## src/rtl/keypad_matrix_scan.sv

```systemverilog
// 4x4 keypad scanner: rotates the active-low column drive, synchronises the rows,
// debounces one key press and release, and emits one key code per press with a 1-cycle strobe.
module keypad_matrix_scan #(
  parameter int SCAN_DIV = 1000,
  parameter int DEBOUNCE = 8
) (
  input  logic       clk,
  input  logic       reset,
  input  logic [3:0] row,
  output logic [3:0] col,
  output logic [3:0] value,
  output logic       valid
);

  localparam int CW = (SCAN_DIV > 1) ? $clog2(SCAN_DIV) : 1;
  localparam int DW = $clog2(DEBOUNCE + 1);

  localparam logic [1:0] SCAN     = 2'd0;
  localparam logic [1:0] DEBOUNCE_ST = 2'd1;
  localparam logic [1:0] HOLD     = 2'd2;

  logic [3:0]    rs_meta, rs;
  logic [CW-1:0] cnt;
  logic [1:0]    state;
  logic [3:0]    cand;
  logic [DW-1:0] dcnt;
  logic          sample, wrap, one_low, db_done;
  logic [1:0]    ridx, cidx;
  logic [3:0]    code;

  // Decisions land as the counter reaches SCAN_DIV-1 so the strobe falls in the
  // sample cycle itself; the column only moves at the following wrap.
  assign sample  = (cnt == CW'(SCAN_DIV - 2));
  assign wrap    = (cnt == CW'(SCAN_DIV - 1));
  assign db_done = ((dcnt + DW'(1)) == DW'(DEBOUNCE));

  always_comb begin
    one_low = 1'b1;
    ridx    = 2'd0;
    case (rs)
      4'b1110: ridx = 2'd0;
      4'b1101: ridx = 2'd1;
      4'b1011: ridx = 2'd2;
      4'b0111: ridx = 2'd3;
      default: one_low = 1'b0;
    endcase
  end

  always_comb begin
    cidx = 2'd0;
    case (col)
      4'b1101: cidx = 2'd1;
      4'b1011: cidx = 2'd2;
      4'b0111: cidx = 2'd3;
      default: cidx = 2'd0;
    endcase
  end

  always_comb begin
    code = 4'h0;
    case ({ridx, cidx})
      4'h0: code = 4'h1;
      4'h1: code = 4'h2;
      4'h2: code = 4'h3;
      4'h3: code = 4'hA;
      4'h4: code = 4'h4;
      4'h5: code = 4'h5;
      4'h6: code = 4'h6;
      4'h7: code = 4'hB;
      4'h8: code = 4'h7;
      4'h9: code = 4'h8;
      4'hA: code = 4'h9;
      4'hB: code = 4'hC;
      4'hC: code = 4'hE;
      4'hD: code = 4'h0;
      4'hE: code = 4'hF;
      4'hF: code = 4'hD;
      default: code = 4'h0;
    endcase
  end

  always_ff @(posedge clk or posedge reset) begin
    if (reset) begin
      rs_meta <= 4'hF;
      rs      <= 4'hF;
      cnt     <= '0;
      col     <= 4'b1110;
      state   <= SCAN;
      cand    <= 4'hF;
      dcnt    <= '0;
      value   <= 4'h0;
      valid   <= 1'b0;
    end else begin
      rs_meta <= row;
      rs      <= rs_meta;
      valid   <= 1'b0;
      cnt     <= wrap ? '0 : cnt + CW'(1);
      if (wrap && state == SCAN) col <= {col[2:0], col[3]};
      if (sample) begin
        case (state)
          SCAN: begin
            if (one_low) begin
              cand <= rs;
              if (DEBOUNCE == 1) begin
                state <= HOLD;
                dcnt  <= '0;
                value <= code;
                valid <= 1'b1;
              end else begin
                state <= DEBOUNCE_ST;
                dcnt  <= DW'(1);
              end
            end
          end
          DEBOUNCE_ST: begin
            if (rs == cand) begin
              if (db_done) begin
                state <= HOLD;
                dcnt  <= '0;
                value <= code;
                valid <= 1'b1;
              end else begin
                dcnt <= dcnt + DW'(1);
              end
            end else begin
              state <= SCAN;
              dcnt  <= '0;
            end
          end
          HOLD: begin
            // Any non-idle sample restarts the release count.
            if (rs == 4'hF) begin
              if (db_done) begin
                state <= SCAN;
                dcnt  <= '0;
              end else begin
                dcnt <= dcnt + DW'(1);
              end
            end else begin
              dcnt <= '0;
            end
          end
          default: begin
            state <= SCAN;
            dcnt  <= '0;
          end
        endcase
      end
    end
  end

endmodule

```

## config.mk

```make
export PLATFORM = sky130hd
export DESIGN_NAME = keypad_matrix_scan
export DESIGN_NICKNAME = d
export VERILOG_FILES = /design/src/rtl/keypad_matrix_scan.sv
export SDC_FILE = /design/constraint.sdc
export NUM_CORES = 1
export LEC_CHECK = 0
export ABC_AREA = 1
export CAP_MARGIN = 5
export CORE_MARGIN = 2
export CORE_UTILIZATION = 45
export CTS_CLUSTER_SIZE = 16
export DETAILED_ROUTE_END_ITERATION = 10
export HOLD_SLACK_MARGIN = 0.06
export SLEW_MARGIN = 10
export SYNTH_ARGS = -nofsm -noshare
export SYNTH_HDL_FRONTEND = slang
export SYNTH_SLANG_ARGS = --single-unit
```

## constraint.sdc

```tcl
create_clock -name clk -period 2.6 [get_ports clk]
set_input_delay 0.78 -clock clk [delete_from_list [all_inputs] [get_ports clk]]
set_output_delay 0.78 -clock clk [all_outputs]
set_load 0.02 [all_outputs]
```

==> impl_results.md, run 1 <==
- Status: completed
- Power Density: ~490 mW/mm^2
- Worst Skew: 10.5 ps
- IO Port Bufs: 14
- Register bit total from synthesis: 37
- Slowest CP cell: clkdlybuf4s50_1
- Placed Cells incl. Taps: 330
- RSZ-0062 raised after global routing: false
- Routed WL: approximately 3700 microns
- Clk sinks: 37
- Vias in the first global route: 1420
- Dpl hpwl: 2740 microns
- Final clock period utilization by the worst path: 87.4%
- Asr flop ratio synth: 100%
- Synth cell types: 23
- Die height: 71.5 microns
- Final Hold Violating Endpoints: 0
- Number of flops mapped to enable cells by yosys: 0
- Most common cell in the synthesized netlist: nand2_1
- Initial antenna violation count: 0
- H-tree levels: 2
- Area contributors post-synth: dfrtp_1 (27%), dfstp_2 (19%), nand2_1 (17%)
- Final instance area: 0.00239 sq mm
- Sequential element share of the synthesized area: between 40% and 50%
- First-pass DRT Iterations: 4
- Largest net degree at the start of global routing: 24
- Fin nets: 300
- CP Launch Type: flip-flop
- Clk buf depth: 2
- CTS root buf: clkbuf_8
- Worst setup margin: about 330 ps
- Worst-Margin Slew: 441 ps
- Overall Power: 1.17 mW
- Routed wire per std cell: 10.8 microns
- Worst setup EP type: output pin
- I/O Pins: 15
- Worst path bufs/invs: 1
- First-pass GRT wire length: 6570 microns
- DR vias/cell: 4.62
- CP Max Fanout: 7
- GRT Residual Overflow: 0
- Post-synthesis mux area share: 0%
- TritonCTS Buffers: 5
- Leakage dissipation: about 1.2 nW
- Setup TNS: 0 ps
- Largest family of logic cells by synthesized area: simple AND/OR/NAND/NOR gates
- Yosys top cell area share: 26.8%
- Critical setup path kind: reg -> out
- Dpl cell area: 0.00227 sq mm
- Worst hold slack: 349 ps
- Via Count: 1563
- Pre-CTS setup slack: 642 ps
- WP data required: 1820 ps
- Synth Area per Inst: 7.83 sq um
- Fmax: 440 MHz
- Layout cells sized above 1: 16.4%
- Worst path cell trace: clkdlybuf4s50_1
- Syn Std Cell Area: 0.00205 sq mm
- Post-synthesis simple-gate area fraction: 33.8%
- Core area: around 0.0044 sq mm
- Fin util: 54.6%
- Syn Nets: 277
- Crit path DAT: 1490 ps
- Peak supply drop: 0.000349 V
- Overall routing resource usage: 16.5%
- Final setup fails: 0
- Post-CTS setup buffer count: 0
- CP peak stage delay: a little over 600 ps
- Rel. slew slack: 70.3%
- Top FF cell, synth: dfrtp_1
- # diodes: 0
- Number of max-cap violations: 0
- Layout overhead on the synthesized area: 16.6%
- Synth Area in Compound Gates: around 5.0%
- Clock Pin Slew Worst Setup and Hold Paths: 80 ps
- TritonCTS clock tree: yes
- Final Wtd Congestion: approximately 0.8
- Initial Util: 46.8%
- Site Rows: 24
- CTS resizes: 0
- Post-Layout Cell Count: 338
- Clock latency on the worst-skew pair: around 300 ps
- Min cycle time layout: around 2300 ps
- DR DRC count: 0
- Post-Synth Adder-Cell Area: 5.49%
- Post-synth top cells: nand2_1 (91), inv_1 (37), nor2_1 (24), dfrtp_1 (22), dfstp_2 (15)
- Final ANT Viol Nets: 0
- Yosys warnings: 0
- Post-CTS Hold Buffers: 0
- Die width: 71.5 microns
- Pins over their slew limit: 0
- Die area: 0.00512 sq mm
- Xor and xnor area share after synthesis: between 2 and 2.5%
- Gate Count Post-Synth: 262
- Top delay family on crit path: buffers and inverters
- Drt initial violations: 58
- HP Class: reg -> reg
- Leading area contributor after synthesis: dfrtp_1
==> cell type report <==
class | count | area, sq um
multi-input cells | 184 | 953
repair buffers | 16 | 155
well taps | 52 | 65.1
inverters | 41 | 154
clock inverters | 2 | 37.5
clock buffers | 6 | 82.6
flip-flops and latches | 37 | 945
fillers | 423 | 1990
==> flip-flops by register name, indices dropped and copies added, names as in the netlist <==
signal   flops
cand         4
cnt         10
col          4
dcnt         4
rs           4
rs_meta      4
state        2
valid        1
value        4
==> report_power, final <==
part	leakage [nW]	switching, mW	internal [mW]	total [mW]
Combinational	0.674	0.0285	0.0168	0.0453
Clock	0.0574	0.217	0.312	0.529
Sequential	0.449	0.00497	0.587	0.592
Total	1.18	0.250	0.916	1.17
==> worst paths after layout <==
| path | startpoint | to | slack (ps) | cells past startpoint |
|---|---|---|---|---|
| max | col[3]$_DFFE_PP1P_ | col[3] | 330 | 1 |
| min | rs_meta[2]$_DFF_PP1_ | rs[2]$_DFF_PP1_ | 350 | 0 |
| max reg2reg | col[1]$_DFFE_PP1P_ | value[2]$_DFFE_PP0P_ | 820 | 8 |
| min reg2reg | rs_meta[2]$_DFF_PP1_ | rs[2]$_DFF_PP1_ | 350 | 0 |
| max in group asynchronous | reset | rs_meta[1]$_DFF_PP1_ | 1470 | 3 |
| min in group asynchronous | reset | value[1]$_DFFE_PP0P_ | 800 | 3 |
==> kinds of logic (layout without fill, tap and decap cells) <==
kind of cell,after synthesis,count (layout)
compound gates,20,20
fa+ha+maj,9,9
simple gates,150,150
buf+inv,41,65
xor+xnor,5,5
flops,37,37
==> layer usage <==
layer	track usage (%)	up-vias	part of all wire, %
met2	27.2	25	46
met4	6.29	0	1.8
met3	4.22	6	3.9
li1	-	842	-
met1	21.0	690	48
met5	0	-	0
==> cells in the final DEF (no fill, tap or decap), types with 3 or more instances in the layout <==
| master | instances |
|---|---|
| inv_1 | 37 |
| a21oi_1 | 7 |
| ha_1 | 9 |
| nor3_2 | 3 |
| dfrtp_1 | 22 |
| nor2_1 | 24 |
| nand2_1 | 91 |
| nand3_1 | 14 |
| nor2_4 | 4 |
| o21ai_1 | 7 |
| nor2_2 | 3 |
| xor2_1 | 5 |
| inv_2 | 4 |
| clkbuf_8 | 6 |
| nand2_2 | 3 |
| clkdlybuf4s50_1 | 14 |
| dfstp_2 | 15 |
| o21ai_0 | 5 |
(Power assumes the default switching activity.)
==> inputs of run 2 (changes only) <==
- CORE_UTILIZATION: 45 -> 40
- GPL_TIMING_DRIVEN: not set -> 0
- SKIP_CTS_REPAIR_TIMING: not set -> 1
==> impl_results.md, run 2 (synthesis gave the netlist of run 1 again) <==
- Status: completed
- Clk buf depth: 2 (unchanged)
- Power Density: 436 mW/mm^2 (-11%)
- Worst setup EP type: output pin
- Most frequent cells in the layout: nand2_1 (91), inv_1 (36), nor2_1 (24), dfrtp_1 (22), dfstp_2 (15)
- Largest net degree at the start of global routing: 38 (+58%)
- WP data required: 1820 ps (about the same)
- DR vias/cell: 4.43 (-4.2%)
- Clock Pin Slew Worst Setup and Hold Paths: 80 ps (about the same)
- Crit path DAT: 1510 ps (+20 ps)
- Rel. slew slack: 48.9% (-21 points)
- TritonCTS Buffers: 5 (unchanged)
- Worst path bufs/invs: 1 (unchanged)
- Final clock period utilization by the worst path: 88.0% (+0.56 points)
- H-tree levels: 2 (unchanged)
- Routed WL: 3560 microns (-2.7%)
- Commonest non-fill, non-tap cell in the layout: nand2_1
- Largest register FFs: 10 (unchanged)
- I/O Pins: 15 (unchanged)
- IO Port Bufs: 14 (unchanged)
- Clk sinks: 37 (unchanged)
- Final ANT Viol Nets: 0 (unchanged)
- Most flops, register: cnt
- Initial Util: 40.7% (-6.1 points)
- Slowest CP cell: clkdlybuf4s50_1
- Peak supply drop: 0.000277 V (-20%)
- Top delay family on crit path: buffers and inverters
- Vias in the first global route: 1517 (+6.8%)
- Fin nets: 298 (-0.67%)
- TritonCTS clock tree: yes
- Clock latency on the worst-skew pair: 290 ps (about the same)
- Setup TNS: 0 ps (unchanged)
- Routed wire per std cell: 10.1 microns (-7.1%)
- Placed Cells incl. Taps: 346 (+4.8%)
- Final setup fails: 0 (unchanged)
- DR DRC count: 0 (unchanged)
- Pre-CTS setup slack: 623 ps (-19.0 ps)
- CP Launch Type: flip-flop
- Final Wtd Congestion: 0.790 (-0.25%)
- Pins over their slew limit: 0 (unchanged)
- Worst Skew: 11.4 ps (+0.905 ps)
- CTS root buf: clkbuf_8
- Core area: 0.00504 sq mm (+15%)
- Layout overhead on the synthesized area: 15.3%
- Fin util: 46.9% (-7.6 points)
- Site Rows: 26 (+8.3%)
- Die width: 75.6 microns (+5.7%)
- Dpl hpwl: 2640 microns (-3.7%)
- Leakage dissipation: 1.16 nW (-2.0%)
- RSZ-0062 raised after global routing: false
- HP Class: reg -> reg
- Number of max-cap violations: 0 (unchanged)
- Drt initial violations: 77 (+33%)
- CP Max Fanout: 7 (unchanged)
- Final Hold Violating Endpoints: 0 (unchanged)
- Worst setup margin: 312 ps (-14.4 ps)
- Die area: 0.00572 sq mm (+12%)
- Initial antenna violation count: 0 (unchanged)
- Min cycle time layout: 2290 ps (+14.4 ps)
- First-pass GRT wire length: 6470 microns (-1.6%)
- Worst-Margin Slew: 765 ps (+324 ps)
- Post-Layout Cell Count: 354 (+4.7%)
- Overall routing resource usage: 15.0% (-1.6 points)
- # diodes: 0 (unchanged)
- Fmax: 437 MHz (-0.63%)
- CP peak stage delay: 620 ps (about the same)
- Die height: 75.6 microns (+5.7%)
- Via Count: 1569 (+0.38%)
- Worst path cell trace: clkdlybuf4s50_1
- Critical setup path kind: reg -> out
- GRT Residual Overflow: 0 (unchanged)
- Layout cells sized above 1: 16.2% (-0.24 points)
- First-pass DRT Iterations: 4 (unchanged)
[run 2: cell types whose count changed in the layout (fill, tap and decap cells not counted), sizes merged]
cell | before | now
buf | 2 | 0
bufinv | 1 | 0
clkbuf | 6 | 5
clkinv | 0 | 2
[run 2: final cells by class]
| type | count | area, sq um |
|---|---|---|
| clock buffers | 5 | 68.8 |
| clock inverters | 3 | 17.5 |
| inverters | 41 | 154 |
| well taps | 70 | 87.6 |
| repair buffers | 14 | 140 |
| fillers | 510 | 2680 |
| flip-flops and latches | 37 | 945 |
| multi-input cells | 184 | 953 |
[run 2: stage by stage]
step	area (sq um)	hold WS [ps]	power (mW)
2_1_floorplan	2050	345	0.630
3_3_place_gp	2280	345	0.646
3_5_place_dp	2280	347	0.647
4_1_cts	2370	358	1.05
5_1_grt	2370	360	1.08
6_report	2370	356	1.03
[run 2: final timing paths]
check	depth (start not counted)	from	slack, ps	to
hold reg to reg	0	rs_meta[1]$_DFF_PP1_	360	rs[1]$_DFF_PP1_
hold / removal	0	rs_meta[1]$_DFF_PP1_	360	rs[1]$_DFF_PP1_
min in group asynchronous	2	reset	940	value[3]$_DFFE_PP0P_
setup reg to reg	8	col[1]$_DFFE_PP1P_	820	value[2]$_DFFE_PP0P_
setup / recovery	1	col[3]$_DFFE_PP1P_	310	col[3]
max in group asynchronous	2	reset	1170	cnt[0]$_DFF_PP0_
[run 2: routing by layer]
| metal | global-route usage (%) | vias to the layer above | share of wire, % |
|---|---|---|---|
| li1 | - | 842 | - |
| met1 | 18.0 | 702 | 48 |
| met2 | 25.9 | 20 | 47 |
| met3 | 3.97 | 5 | 3.3 |
| met4 | 5.26 | 0 | 1.6 |
| met5 | 0 | - | 0 |
[run 2: report_power, final]
group	internal, mW	total [mW]	switching (mW)	leakage [nW]
registers	0.587	0.592	0.00486	0.449
logic	0.0148	0.0433	0.0284	0.663
clock network	0.185	0.396	0.211	0.0439
total	0.787	1.03	0.244	1.16
==> inputs of run 3 (changes only) <==
- GPL_TIMING_DRIVEN: 0 -> not set
==> impl_results.md, run 3 (synthesis gave the netlist of run 1 again) <==
- Critical setup path kind: reg -> out
- # diodes: 0 (unchanged)
- TritonCTS Buffers: 5 (unchanged)
- HP Class: reg -> reg
- H-tree levels: 2 (unchanged)
- Power Density: 477 mW/mm^2 (+9.5%)
- Final Hold Violating Endpoints: 0 (unchanged)
- First-pass GRT wire length: 6090 microns (-5.9%)
- Core area: 0.00504 sq mm (unchanged)
- DR vias/cell: 4.46 (+0.67%)
- Drt initial violations: 51 (-34%)
- Initial antenna violation count: 0 (unchanged)
- Dpl hpwl: 2630 microns (-0.45%)
- CTS root buf: clkbuf_8
- Site Rows: 26 (unchanged)
- Overall routing resource usage: 14.1% (-0.84 points)
- I/O Pins: 15 (unchanged)
- Clk sinks: 37 (unchanged)
- Layout cells sized above 1: 16.1% (-0.057 points)
- Worst path bufs/invs: 1 (unchanged)
- Routed wire per std cell: 9.99 microns (-0.76%)
- Worst setup EP type: output pin
- Commonest non-fill, non-tap cell in the layout: nand2_1
- Worst path cell trace: clkdlybuf4s50_1
- Top delay family on crit path: buffers and inverters
- Die width: 75.6 microns (unchanged)
- Slowest CP cell: clkdlybuf4s50_1
- First-pass DRT Iterations: 6 (+2)
- Worst Skew: 5.00 ps (-6.42 ps)
- Layout overhead on the synthesized area: 17.3%
- Setup TNS: 0 ps (unchanged)
- Die height: 75.6 microns (unchanged)
- Largest register FFs: 10 (unchanged)
- Dpl cell area: 0.00229 sq mm (+0.33%)
- Die area: 0.00572 sq mm (unchanged)
- Most frequent cells in the layout: nand2_1 (91), inv_1 (37), nor2_1 (24), dfrtp_1 (22), dfstp_2 (15)
- IO Port Bufs: 14 (unchanged)
- Worst-Margin Slew: 466 ps (-299 ps)
- Via Count: 1584 (+0.96%)
- TritonCTS clock tree: yes
- Initial Util: 40.7% (unchanged)
- Crit path DAT: 1480 ps (-30 ps)
- Final instance area: 0.00241 sq mm (+1.7%)
- Final Wtd Congestion: 0.778 (-1.5%)
- Fmax: 442 MHz (+1.1%)
- Number of max-cap violations: 0 (unchanged)
- CP Launch Type: flip-flop
- Clock Pin Slew Worst Setup and Hold Paths: 70 ps (about the same)
- Clk buf depth: 2 (unchanged)
- Fin nets: 299 (+0.34%)
- Final ANT Viol Nets: 0 (unchanged)
- CP Max Fanout: 7 (unchanged)
- Leakage dissipation: 1.18 nW (+1.7%)
- Reg area: 945 sq um (unchanged)
- Pins over their slew limit: 0 (unchanged)
- DR DRC count: 0 (unchanged)
- RSZ-0062 raised after global routing: false
- Clock latency on the worst-skew pair: 280 ps (about the same)
- Vias in the first global route: 1394 (-8.1%)
- GRT Residual Overflow: 0 (unchanged)
- Largest net degree at the start of global routing: 38 (unchanged)
- Status: completed
- WP data required: 1820 ps (about the same)
- Final clock period utilization by the worst path: 87.1% (-0.94 points)
- Rel. slew slack: 68.9% (+20 points)
- Area of the multi-input gates: 953 sq um (unchanged)
- Final setup fails: 0 (unchanged)
- Most flops, register: cnt
- Filler cell count: 486 (-4.7%)
- Routed WL: 3550 microns (-0.48%)
- Min cycle time layout: 2260 ps (-24.4 ps)
- Peak supply drop: 0.000329 V (+19%)
- CP peak stage delay: 620 ps (about the same)
[run 3: power by group]
| group | leakage [nW] | total, mW | internal, mW | switching (mW) |
|---|---|---|---|---|
| logic | 0.669 | 0.0446 | 0.0158 | 0.0288 |
| clock network | 0.0574 | 0.512 | 0.312 | 0.200 |
| registers | 0.449 | 0.592 | 0.587 | 0.00500 |
[run 3: path summary, 6_finish.rpt]
kind                       slack (ps)                    to                  from  cells past startpoint
hold / removal                    360       rs[1]$_DFF_PP1_  rs_meta[1]$_DFF_PP1_                      0
setup reg to reg                  840  value[2]$_DFFE_PP0P_    col[1]$_DFFE_PP1P_                      8
max in group asynchronous        1340    col[2]$_DFFE_PP1P_                 reset                      3
hold reg to reg                   360       rs[1]$_DFF_PP1_  rs_meta[1]$_DFF_PP1_                      0
min in group asynchronous         900      cnt[3]$_DFF_PP0_                 reset                      3
setup / recovery                  340                col[3]    col[3]$_DFFE_PP1P_                      1
[run 3: final cells by class]
type / instances / share of cell area, %
clock inverter: 2 / 1.56
tap: 70 / 3.64
multi-input combinational: 184 / 39.6
timing repair buffer: 15 / 6.13
sequential: 37 / 39.2
inverter: 41 / 6.39
clock buffer: 6 / 3.43
[run 3: through the flow]
stage / std cells / hold slack (ps) / total power [mW] / util [%] / setup slack [ps]
finish: 355 / 357 / 1.15 / 47.7 / 337
detailed placement: 347 / 347 / 0.648 / 45.4 / 641
global placement: 347 / 345 / 0.647 / 45.4 / 660
CTS: 355 / 356 / 1.17 / 47.7 / 318
global route: 355 / 363 / 1.21 / 47.7 / 287
floorplan: 262 / 345 / 0.630 / - / 927
[run 3: layer usage]
metal	routed length [microns]	up-vias	part of all wire (%)	global-route usage [%]
met5	0	-	0	0
met4	51	0	1.4	4.68
met3	112	6	3.2	3.57
met2	1660	29	47	23.2
met1	1730	704	49	18.3
li1	-	845	-	-
==> RTL change (settings of run 2) <==
Change the parameter `SCAN_DIV` from 1000 to 4000.
--- a/src/rtl/keypad_matrix_scan.sv
+++ b/src/rtl/keypad_matrix_scan.sv
@@ -1,7 +1,7 @@
 // 4x4 keypad scanner: rotates the active-low column drive, synchronises the rows,
 // debounces one key press and release, and emits one key code per press with a 1-cycle strobe.
 module keypad_matrix_scan #(
-  parameter int SCAN_DIV = 1000,
+  parameter int SCAN_DIV = 4000,
   parameter int DEBOUNCE = 8
 ) (
   input  logic       clk,
Behaviour: same outputs for any inputs over 10 cycles, from zero or initial values and one cycle with reset high; that may be too few to reach the edited logic, so the function may still have changed.
==> RTL change against run 2 <==
First-iteration DRC count rose by 16%. Synthesized cell count grew 7.6%. Routed wire length grew 6.1%. Clock power up 2%. Synthesized area is 6.0% higher. Total power rose by 4.1%. Fmax grew 0.40%. Cell area up 6.2%. Critical path depth unchanged. Worst setup slack improved by 0.0092 ns. Sequential cell count rose by 2. Largest cell class unchanged.
==> RTL change: results (changes against run 2) <==
* Result of the run: finished clean
* Compound-cell area share of the yosys netlist at 0.0529 (+0.00290)
* Aggregate global-route resource usage at 0.139 (-0.0104)
* Gp weighted congestion at 0.831 (+5.2%)
* Met2 demand-to-capacity share in global routing at 0.218 (-0.0408)
* Clock network fraction of total power at 0.374 (-0.010)
* Largest voltage drop on the vdd net at 236 uV (-15%)
* Main area contributors after synthesis: dfrtp_1, dfstp_2, nand2_1
* Adder-cell share of the synthesized area at 0.0518 (-0.00312)
* Number of detailed-route iterations in the first pass at 6 (+2)
* Sequential fraction of the synthesis area at 0.457 (-0.00321)
* Fraction of layout instances using a drive strength above 1 at 0.184 (+0.0216)
* Max FFs per register at 12 (+2)
* Standard cell area after detailed placement at 2420 um2 (+6.3%)
* Post-synthesis instance total at 282 (+7.6%)
* Maximum number of pins on one net before global-route repair at 40 (+5.3%)
* Critical-path maximum fanout at 6 (-1)
* Routed met3 length at 177 um (+53%)
* Flop+latch power at 0.624 mW (+5.4%)
* Net Sw Power at 0.250 mW (+2.6%)
* Area share of xor/xnor cells in the synthesized design at 0.0121 (-0.00927)
* Worst clock skew at 0.00501 ns (-0.00642 ns)
* WL per Instance at 10.1 um (+0.20%)
* Pre-CTS WS at 0.643 ns (+0.0199 ns)
* Worst rel slew slack at 0.698 (+0.209)
* Total half-perimeter wirelength after legalization and detailed placement at 2840 um (+7.6%)
* Number of nets in the finished design at 319 (+7.0%)
* Mapped Nets at 297 (+7.2%)
* Static leakage power at 1.22 nW (+5.3%)
* Number of distinct library cell variants in the gate-level netlist after synthesis at 26 (+13%)
* Drt via density at 4.65 (+4.8%)
* Commonest cells post-synth: nand2_1, inv_1, dfrtp_1, nand3_1, nor2_1
* Number of DRC violations after detailed-routing iteration 0 at 89 (+16%)
* Total length of routed met2 wires at 1770 um (+6.2%)
* Via count of the first global-routing pass at 1585 (+4.5%)
* Routed met1 length at 1780 um (+3.7%)
-- RTL change: final timing paths --
kind	startpoint	endpoint	slack, ns	cells past startpoint
max in group asynchronous	reset	cand[3]	1.53	3
setup / recovery	col[3]	col[3]	0.32	1
min in group asynchronous	reset	value[2]	0.82	3
hold reg to reg	rs_meta[2]	rs[2]	0.36	0
hold / removal	rs_meta[2]	rs[2]	0.36	0
setup reg to reg	col[3]	value[3]	0.71	9
-- RTL change: area by class of cell --
class / count / area, um2
inverters: 44 / 166
flip-flops and latches: 39 / 995
clock buffers: 5 / 68.8
multi-input cells: 199 / 1010
repair buffers: 15 / 160
clock inverters: 3 / 20.0
fillers: 487 / 2660
well taps: 70 / 87.6
-- RTL change: cells by family (layout without fill, tap and decap cells) --
kind of cell	count (synthesis)	after routing
DFF	39	39
buffers and inverters	44	67
and+or+nand+nor	165	165
xor gates and xnor gates	3	3
AOI/OAI and AO/OA	22	22
adders and majority gates	9	9
